<file path="config.mk">
export PLATFORM = sky130hd
export DESIGN_NAME = common_clock_fifo_core
export DESIGN_NICKNAME = d
export VERILOG_FILES = /design/src/rtl/common_clock_fifo_core.sv
export SDC_FILE = /design/constraint.sdc
export NUM_CORES = 1
export LEC_CHECK = 0
export ABC_AREA = 1
export CORE_MARGIN = 3
export CORE_UTILIZATION = 35
export DETAILED_ROUTE_END_ITERATION = 6
export GPL_ROUTABILITY_DRIVEN = 0
export GPL_TIMING_DRIVEN = 0
export PLACE_DENSITY = 0.55
export SLEW_MARGIN = 20
export SYNTH_ARGS = -nofsm -noshare
export SYNTH_HDL_FRONTEND = slang
export SYNTH_SLANG_ARGS = --single-unit
</file>
<file path="constraint.sdc">
create_clock -name CLK -period 2.6 [get_ports CLK]
set_clock_uncertainty 0.1 [all_clocks]
set_input_delay 0.26 -clock CLK [delete_from_list [all_inputs] [get_ports CLK]]
set_output_delay 0.26 -clock CLK [all_outputs]
set_load 0.05 [all_outputs]
</file>
<file path="src/rtl/common_clock_fifo_core.sv">
// common_clock_fifo_core: dual-port RAM plus wrap-bit pointers with full/empty/count status.
module common_clock_fifo_core #(
    parameter int DATA_WIDTH = 8,
    parameter int ADDR_WIDTH = 4,
    parameter int AF_LEVEL   = 2**ADDR_WIDTH - 2,
    parameter int AE_LEVEL   = 1
) (
    input  logic                  CLK,
    input  logic                  ARST_N,
    input  logic                  WR_EN,
    input  logic [DATA_WIDTH-1:0] DIN,
    output logic                  FULL,
    output logic                  ALMOST_FULL,
    output logic                  WR_ACK,
    output logic                  OVERFLOW,
    input  logic                  RAM_RE,
    output logic [DATA_WIDTH-1:0] RAM_DOUT,
    output logic                  FIFO_EMPTY,
    output logic                  ALMOST_EMPTY,
    output logic                  UNDERFLOW,
    output logic [ADDR_WIDTH:0]   DATA_COUNT
);
    localparam int DEPTH = 2**ADDR_WIDTH;
    localparam logic [ADDR_WIDTH:0] AF  = (ADDR_WIDTH+1)'(AF_LEVEL);
    localparam logic [ADDR_WIDTH:0] AE  = (ADDR_WIDTH+1)'(AE_LEVEL);
    localparam logic [ADDR_WIDTH:0] ONE = {{ADDR_WIDTH{1'b0}}, 1'b1};

    logic [DATA_WIDTH-1:0] mem [DEPTH];
    logic [ADDR_WIDTH:0]   wptr, rptr;
    logic                  wr_acc, rd_acc;

    // Status depends only on the pointer registers, so inputs never glitch the flags.
    assign FIFO_EMPTY   = (wptr == rptr);
    assign FULL         = (wptr[ADDR_WIDTH-1:0] == rptr[ADDR_WIDTH-1:0]) & (wptr[ADDR_WIDTH] != rptr[ADDR_WIDTH]);
    assign DATA_COUNT   = wptr - rptr;
    assign ALMOST_FULL  = (DATA_COUNT >= AF);
    assign ALMOST_EMPTY = (DATA_COUNT <= AE);
    assign wr_acc       = WR_EN & ~FULL;
    assign rd_acc       = RAM_RE & ~FIFO_EMPTY;

    always_ff @(posedge CLK)
        if (wr_acc) mem[wptr[ADDR_WIDTH-1:0]] <= DIN;

    always_ff @(posedge CLK or negedge ARST_N) begin
        if (!ARST_N) begin
            wptr      <= '0;
            rptr      <= '0;
            RAM_DOUT  <= '0;
            WR_ACK    <= 1'b0;
            OVERFLOW  <= 1'b0;
            UNDERFLOW <= 1'b0;
        end else begin
            if (wr_acc) wptr <= wptr + ONE;
            if (rd_acc) begin
                rptr     <= rptr + ONE;
                RAM_DOUT <= mem[rptr[ADDR_WIDTH-1:0]];
            end
            WR_ACK    <= wr_acc;
            OVERFLOW  <= WR_EN & FULL;
            UNDERFLOW <= RAM_RE & FIFO_EMPTY;
        end
    end
endmodule
</file>
==> results.md, run 1 <==
* Maximum clock insertion buffer count at 2
* Setup crit end: mem[10][4]
* Number of core rows at 49
* Final cycle utilization of the critical path at 0.976
* Critical path class: reg -> reg
* Total of warnings raised by yosys at 0
* Startpoint of the worst register-to-register path: rptr[1]
* Leading cell types by count after synthesis: sky130_fd_sc_hd__nand2_1, sky130_fd_sc_hd__edfxtp_1, sky130_fd_sc_hd__inv_1
* Design internal power at 6.11 mW
* Clock group share of total power at 0.228
* Wire length reported by the detailed router at 16,000 um
* Iteration-0 DRC count of the detailed router at about 340
* WHS at approximately 270 ps
* Net Switching at 4.45 mW
* Starting utilization of the core area at 0.364
* Leakage power total at 3.52 nW
* Crit path launch type: flop
* TritonCTS sink count at 149
* GR Util All Layers at 0.164
* Total setup violations reported at the end of the flow at 0
* Worst skew pair latency at 420 ps
* Count of state elements after synthesis at ~150
* Antenna diode instance count at 0
* Pre-antenna DRT Iters at 5
* Number of flops mapped to enable cells by yosys at 128
* Max-slew violations at 0
* Global-route wire length before repair at approximately 25,000 um
* Cell variety after synth at 21
* Worst-case register-to-register setup slack at 60 ps
* Share of the synthesized area in the top cell type at 0.579
* Cell count after synthesis at roughly 660
* Layout Area Growth over Synthesis at 24.1%
* Pin count of the biggest net entering global routing at 22
* Count of antenna-violating nets left after detailed routing at 0
* Worst hold-check path type: in -> async
* Clock tree from TritonCTS: built
* Count of vias placed by the detailed router at 4,532
* Buffer type at the clock tree root: sky130_fd_sc_hd__clkbuf_16
* Critical path arrival at 2580 ps
* Crit path depth at 11
* Minimum clock period after layout at about 2500 ps
* Power density over cell area at around 1300 mW/mm^2
* Net count after synthesis at 683
* Largest delay share family, worst path: simple AND/OR/NAND/NOR gates
* Cell repeated most along the worst path: sky130_fd_sc_hd__nand2_1
* IR drop worst, VDD at 0.782 mV
* Post-detailed-route via-to-cell ratio at 4.68
* Actual slew at the worst max-slew pin at 867 ps
* Overall overflow remaining after global route at 0
* Cell Area, Synth at 0.00664 mm^2
* Fraction of final layout cells sized beyond drive strength 1 at 0.153
* Floorplan die width at 144 um
* Max transition margin at 0.420
* Fin worst setup slack at 62.0 ps
* Maximum achievable frequency at approximately 400 MHz
* Predominant post-synthesis flop cell: sky130_fd_sc_hd__edfxtp_1
* Switching share of total power at 0.422
* Y dimension of the die at 144 um
* Area taken by flip-flops and latches at approximately 0.0044 mm^2
* Endpoint required time on the critical path at 2640 ps
* I/O pin total at 32
* Largest fanout of any net on the critical path at 16
* R2R cell count at 11
* Cell taking the most area after synthesis: sky130_fd_sc_hd__edfxtp_1
* RSZ-0062 raised after global routing: true
* Max-capacitance violation count at 0
* CP max-delay cell: sky130_fd_sc_hd__dfrtp_1
* End of the worst register-to-register path: mem[10][4]
* DRC violation count after routing at 0
* Proportion of synthesized chip area in sequential cells at 0.658
* Dominant cell by count in the synthesized netlist: sky130_fd_sc_hd__nand2_1
* Delay of the slowest cell on the worst path at just under 400 ps
* CTS clk-pin slew, worst paths at 60 ps
* Wire length per cell after detailed routing at 16.5 um
* Run status: complete, no violations
* Final number of hold-violating endpoints at 0
* Filler Cells Inserted at 1,680
* Area enclosed by the die boundary at 0.0207 mm^2
* Crit path buffers/inverters at 4
* Post-DP HPWL at 10,600 um
* Area of the multi-input gates at ~0.0018 mm^2
* H-Tree Level Count at 4
* Antenna violations before repair at 0
* Setup tns final at 0 ps
* Async set-or-reset flop fraction in the synthesized netlist at 0.141
* Placeable core area at 0.0183 mm^2
* Vias in the first global route at 4,441
* Input/output buffers at 31
* CTS buffer count at 17
* Post-place setup slack at -658 ps
* Number of nets in the finished design at 750
* Share of power burned in registers at 0.296
* Most area-consuming cells after synthesis: sky130_fd_sc_hd__edfxtp_1, sky130_fd_sc_hd__nand2_1, sky130_fd_sc_hd__dfrtp_1
* Worst Setup End Kind: flop
* Series of cell instances along the critical path: buf_6 > inv_6 > ha_1 > nand2_1 > nor2_2 > nand2_1 > nand2_2 > inv_2 > nand2_1 > nor2_4 > buf_12
* Worst setup path start: rptr[1]
* Post-Synthesis Mean Instance Area at 10.0 um^2
* Fraction of power consumed by combinational cells at 0.476
[flip-flops by register name, indices dropped and copies added, names as in the netlist]
| name | flops |
|---|---|
| rptr | 5 |
| mem | 128 |
| RAM_DOUT | 8 |
| UNDERFLOW | 1 |
| wptr | 5 |
| OVERFLOW | 1 |
| WR_ACK | 1 |
[logic make-up (layout without fill, tap and decap cells)]
logic type	Yosys count	count (layout)	share of synthesized area
buffers and inverters	143	222	0.0899
xor gates and xnor gates	11	11	0.0145
and+or+nand+nor	340	340	0.211
DFF	149	149	0.658
adders and majority gates	10	10	0.0200
AOI/OAI and AO/OA	8	8	0.00659
[layout make-up]
cell class,count,share of cell area
plain buffers,22,0.0190
clock buffers,20,0.0530
clock inverters,11,0.0164
inverters,119,0.0548
multi-input cells,369,0.224
flip-flops and latches,149,0.530
well taps,229,0.0348
repair buffers,50,0.0675
[cell usage in the layout (no fill, tap or decap), types with 4 or more instances in the layout]
cell type | netlist | routed
sky130_fd_sc_hd__buf_4 | 7 | 16
sky130_fd_sc_hd__nand2_1 | 182 | 181
sky130_fd_sc_hd__buf_6 | 2 | 5
sky130_fd_sc_hd__nand2_2 | 3 | 4
sky130_fd_sc_hd__xor2_1 | 9 | 8
sky130_fd_sc_hd__dfrtp_1 | 21 | 19
sky130_fd_sc_hd__inv_1 | 113 | 112
sky130_fd_sc_hd__clkdlybuf4s50_1 | 0 | 22
sky130_fd_sc_hd__buf_2 | 15 | 14
sky130_fd_sc_hd__buf_12 | 0 | 9
sky130_fd_sc_hd__clkbuf_16 | 0 | 17
sky130_fd_sc_hd__edfxtp_1 | 128 | 128
sky130_fd_sc_hd__nor2_4 | 0 | 15
sky130_fd_sc_hd__ha_1 | 9 | 6
sky130_fd_sc_hd__nand3_1 | 91 | 91
sky130_fd_sc_hd__nor2_1 | 62 | 45
sky130_fd_sc_hd__inv_2 | 5 | 5
[power by group through the flow]
| stage | clock [mW] | sequential, mW | combinational [mW] |
|---|---|---|---|
| global placement | 0 | 3.16 | 4.54 |
| global route | 2.55 | 3.16 | 5.48 |
| CTS | 2.44 | 3.12 | 4.90 |
| floorplan | 0 | 3.38 | 2.95 |
| detailed placement | 0 | 3.18 | 4.60 |
| finish | 2.41 | 3.12 | 5.03 |
[layer usage]
layer / vias up / part of all wire / GRT usage
met5: - / 0 / 0
met4: 0 / 0.012 / 0.0520
met3: 16 / 0.043 / 0.0343
met2: 96 / 0.50 / 0.274
met1: 2192 / 0.45 / 0.214
li1: 2228 / - / -
[how the worst min path moves through the flow]
stage	start	end	slack, ps
global placement	wptr[4]	wptr[4]	390
global route	ARST_N	OVERFLOW	310
floorplan	ARST_N	OVERFLOW	-140
CTS	ARST_N	OVERFLOW	290
detailed placement	ARST_N	wptr[4]	200
finish	ARST_N	rptr[4]	270
[repair_timing]
item                       in CTS  in global routing
hold endpoints to repair       21                  0
hold buffers                    1                  0
setup endpoints to repair     137                128
pin swaps                       9                  5
buffers inserted               12                  6
resized for setup              72                 11
[stage by stage]
step	util	total power, mW	instance area (um^2)	instances
final	0.451	10.6	8240	969
after global routing	0.451	11.2	8240	969
after CTS	0.444	10.5	8120	963
after detailed placement	0.397	7.78	7250	921
after global placement	0.397	7.71	7250	921
after floorplan	-	6.34	6660	661
Power figures use the tool's default switching activity.
==> run 2, diff against run 1 <==
--- a/config.mk
+++ b/config.mk
@@ -8,6 +8,7 @@
 export ABC_AREA = 1
 export CORE_MARGIN = 3
 export CORE_UTILIZATION = 35
+export CTS_CLUSTER_DIAMETER = 80
 export DETAILED_ROUTE_END_ITERATION = 6
 export GPL_ROUTABILITY_DRIVEN = 0
 export GPL_TIMING_DRIVEN = 0
==> results of run 2 <==
The final DEF is identical to that of run 1; final timing and power are the same.
==> run 3, diff against run 2 <==
--- a/config.mk
+++ b/config.mk
@@ -6,13 +6,14 @@
 export NUM_CORES = 1
 export LEC_CHECK = 0
 export ABC_AREA = 1
+export ABC_CLOCK_PERIOD_IN_PS = 2600
 export CORE_MARGIN = 3
-export CORE_UTILIZATION = 35
-export CTS_CLUSTER_DIAMETER = 80
+export CORE_UTILIZATION = 40
+export CTS_CLUSTER_DIAMETER = 30
 export DETAILED_ROUTE_END_ITERATION = 6
 export GPL_ROUTABILITY_DRIVEN = 0
 export GPL_TIMING_DRIVEN = 0
-export PLACE_DENSITY = 0.55
+export PLACE_DENSITY = 0.61
 export SLEW_MARGIN = 20
 export SYNTH_ARGS = -nofsm -noshare
 export SYNTH_HDL_FRONTEND = slang
==> results.md, run 3 (synthesis gave the netlist of run 1 again) <==
* CTS buffer count at 17 (unchanged)
* Worst skew pair latency at 420 ps (about the same)
* Antenna violations before repair at 0 (unchanged)
* Filler Cells Inserted at 1,420 (-15%)
* R2R cell count at 10 (-1)
* GR peak layer: met2
* Crit path depth at 6 (-5)
* Minimum clock period after layout at 2590 ps (+47.1 ps)
* Fin util at 0.496 (+0.0449)
* M3 GR Usage at 0.0291 (-0.00522)
* Wire length per cell after detailed routing at 16.2 um (-2.0%)
* Commonest non-fill, non-tap cell in the layout: sky130_fd_sc_hd__nand2_1
* Overall overflow remaining after global route at 0 (unchanged)
* CP max-delay cell: sky130_fd_sc_hd__fa_2
* TritonCTS sink count at 149 (unchanged)
* Max-slew violations at 0 (unchanged)
* Buffer type at the clock tree root: sky130_fd_sc_hd__clkbuf_16
* Total setup violations reported at the end of the flow at 0 (unchanged)
* Max-capacitance violation count at 0 (unchanged)
* Number of nets in the finished design at 737 (-1.7%)
* Starting utilization of the core area at 0.414 (+0.0501)
* Maximum achievable frequency at 387 MHz (-1.8%)
* Area taken by flip-flops and latches at 0.00437 mm^2 (about the same)
* Largest delay share family, worst path: adder cells
* Worst hold-check path type: in -> async
* GR Util All Layers at 0.177 (+0.0130)
* Area of the multi-input gates at 0.00180 mm^2 (-2.8%)
* Floorplan die width at 135 um (-6.2%)
* Count of vias placed by the detailed router at 4,534 (+0.044%)
* Antenna diode instance count at 0 (unchanged)
* Met2 global-route usage at 0.278 (+0.00323)
* Placeable core area at 0.0161 mm^2 (-12%)
* Maximum clock insertion buffer count at 2 (unchanged)
* Vias in the first global route at 4,409 (-0.72%)
* Crit path buffers/inverters at 2 (-2)
* RSZ-0062 raised after global routing: true
* Layout Area Growth over Synthesis at 20.0%
* Area enclosed by the die boundary at 0.0182 mm^2 (-12%)
* Final number of hold-violating endpoints at 0 (unchanged)
* Pwr Total at 10.3 mW (-2.3%)
* Actual slew at the worst max-slew pin at 937 ps (+70.4 ps)
* Worst-case register-to-register setup slack at 30 ps (-30 ps)
* Worst setup path start: rptr[0]
* Count of non-filler cells in the finished layout at 944 (-2.6%)
* Input/output buffers at 31 (unchanged)
* Run status: complete, no violations
* DRC violation count after routing at 0 (unchanged)
* Number of core rows at 46 (-6.1%)
* Pin count of the biggest net entering global routing at 22 (unchanged)
* Max transition margin at 0.373 (-0.0471)
* Startpoint of the worst register-to-register path: rptr[1]
* Commonest cells after routing, fill and taps aside: sky130_fd_sc_hd__nand2_1, sky130_fd_sc_hd__edfxtp_1, sky130_fd_sc_hd__inv_1, sky130_fd_sc_hd__nand3_1, sky130_fd_sc_hd__nor2_1
* Post-DP HPWL at 10,400 um (-2.6%)
* Global routing met1 resource utilization at 0.242 (+0.0271)
* Number of flip-flops under the largest register name at 128 (unchanged)
* H-Tree Level Count at 4 (unchanged)
* Largest fanout of any net on the critical path at 5 (-11)
* Clock tree from TritonCTS: built
* Count of antenna-violating nets left after detailed routing at 0 (unchanged)
* End of the worst register-to-register path: mem[12][3]
* Setup crit end: ALMOST_EMPTY
* Number of placed cells counting well taps at 908 (-1.4%)
* Worst Setup End Kind: output port
* Iteration-0 DRC count of the detailed router at 346 (+2.7%)
* Series of cell instances along the critical path: ha_2 > fa_2 > inv_1 > or2_2 > nor2_2 > buf_6
* Crit path launch type: flop
* IR drop worst, VDD at 1.38 mV (+76%)
* Critical path class: reg -> out
* Power density over cell area at 1300 mW/mm^2 (+1.1%)
* Endpoint required time on the critical path at 2240 ps (-400 ps)
* Y dimension of the die at 135 um (-6.2%)
* Critical path arrival at 2230 ps (-350 ps)
* Fraction of final layout cells sized beyond drive strength 1 at 0.133 (-0.0195)
* Final cycle utilization of the critical path at 0.994 (+0.0181)
* CTS clk-pin slew, worst paths at 60 ps (about the same)
* Pre-antenna DRT Iters at 6 (+1)
* I/O pin total at 32 (unchanged)
* Global-route wire length before repair at 23,900 um (-3.4%)
* Leakage power total at 3.44 nW (-2.2%)
* Delay of the slowest cell on the worst path at 510 ps (+120 ps)
* Wire length reported by the detailed router at 15,300 um (-4.5%)
* Post-detailed-route via-to-cell ratio at 4.80 (+2.7%)
run 3: cell types whose count changed in the layout (fill, tap and decap cells not counted), sizes merged:
cell and delta:
dlygate4sd2 -1, clkdlybuf4s15 -3, dlygate4sd3 -1, clkinv +2
clkbuf +5, clkinvlp -2, buf -13, clkdlybuf4s50 +1
run 3: how the worst min path moves through the flow:
stage / from / end / cells after the start
global placement: wptr[4] / wptr[4] / 1
CTS: ARST_N / RAM_DOUT[5] / 1
detailed placement: wptr[4] / wptr[4] / 1
finish: ARST_N / RAM_DOUT[3] / 1
floorplan: ARST_N / OVERFLOW / 0
global route: RAM_RE / UNDERFLOW / 3
run 3: per-stage QoR:
stage               area [um^2]  hold slack (ps)  TNS, ps  setup WS (ps)
global route               7970              328    -8220           -110
CTS                        7940              300        0           7.99
detailed placement         7240              382   -59390           -623
floorplan                  6660             -136    -71.6          -71.6
global placement           7240              378   -55140           -575
finish                     7970              265        0           15.0
run 3: worst reg2reg max path, stage by stage, from the launching register on:
cell	delay, ps
sky130_fd_sc_hd__dfrtp_1	390
sky130_fd_sc_hd__buf_6	150
sky130_fd_sc_hd__inv_6	140
sky130_fd_sc_hd__ha_1	280
sky130_fd_sc_hd__nand2_1	80
sky130_fd_sc_hd__nor2_2	40
sky130_fd_sc_hd__nand2_1	120
sky130_fd_sc_hd__nand2_2	90
sky130_fd_sc_hd__inv_2	130
sky130_fd_sc_hd__nand2_1	350
sky130_fd_sc_hd__nor2_4	360
run 3: timing repair:
| action | in CTS | in global routing |
|---|---|---|
| gates resized for setup | 63 | 10 |
| setup buffers | 4 | 2 |
| hold buffers | 0 | 0 |
| pin swaps | 2 | 2 |
| endpoints found under the setup margin | 137 | 103 |
run 3: cell type report:
class,instances,area share
sequential,149,0.548
clock buffer,21,0.0553
buffer,22,0.0192
inverter,119,0.0567
tap,216,0.0339
clock inverter,11,0.0168
timing repair buffer,37,0.0443
multi-input combinational,369,0.225
run 3: report_power, final:
group          internal [mW]  total, mW  switching, mW
sequential              2.96       3.12          0.167
combinational           1.49       4.81           3.33
clock                   1.49       2.38          0.887
run 3: metal layers:
metal | wire length [um] | part of all wire
met1 | 6700 | 0.44
met2 | 7140 | 0.47
met3 | 1010 | 0.066
met4 | 437 | 0.029
met5 | 0 | 0
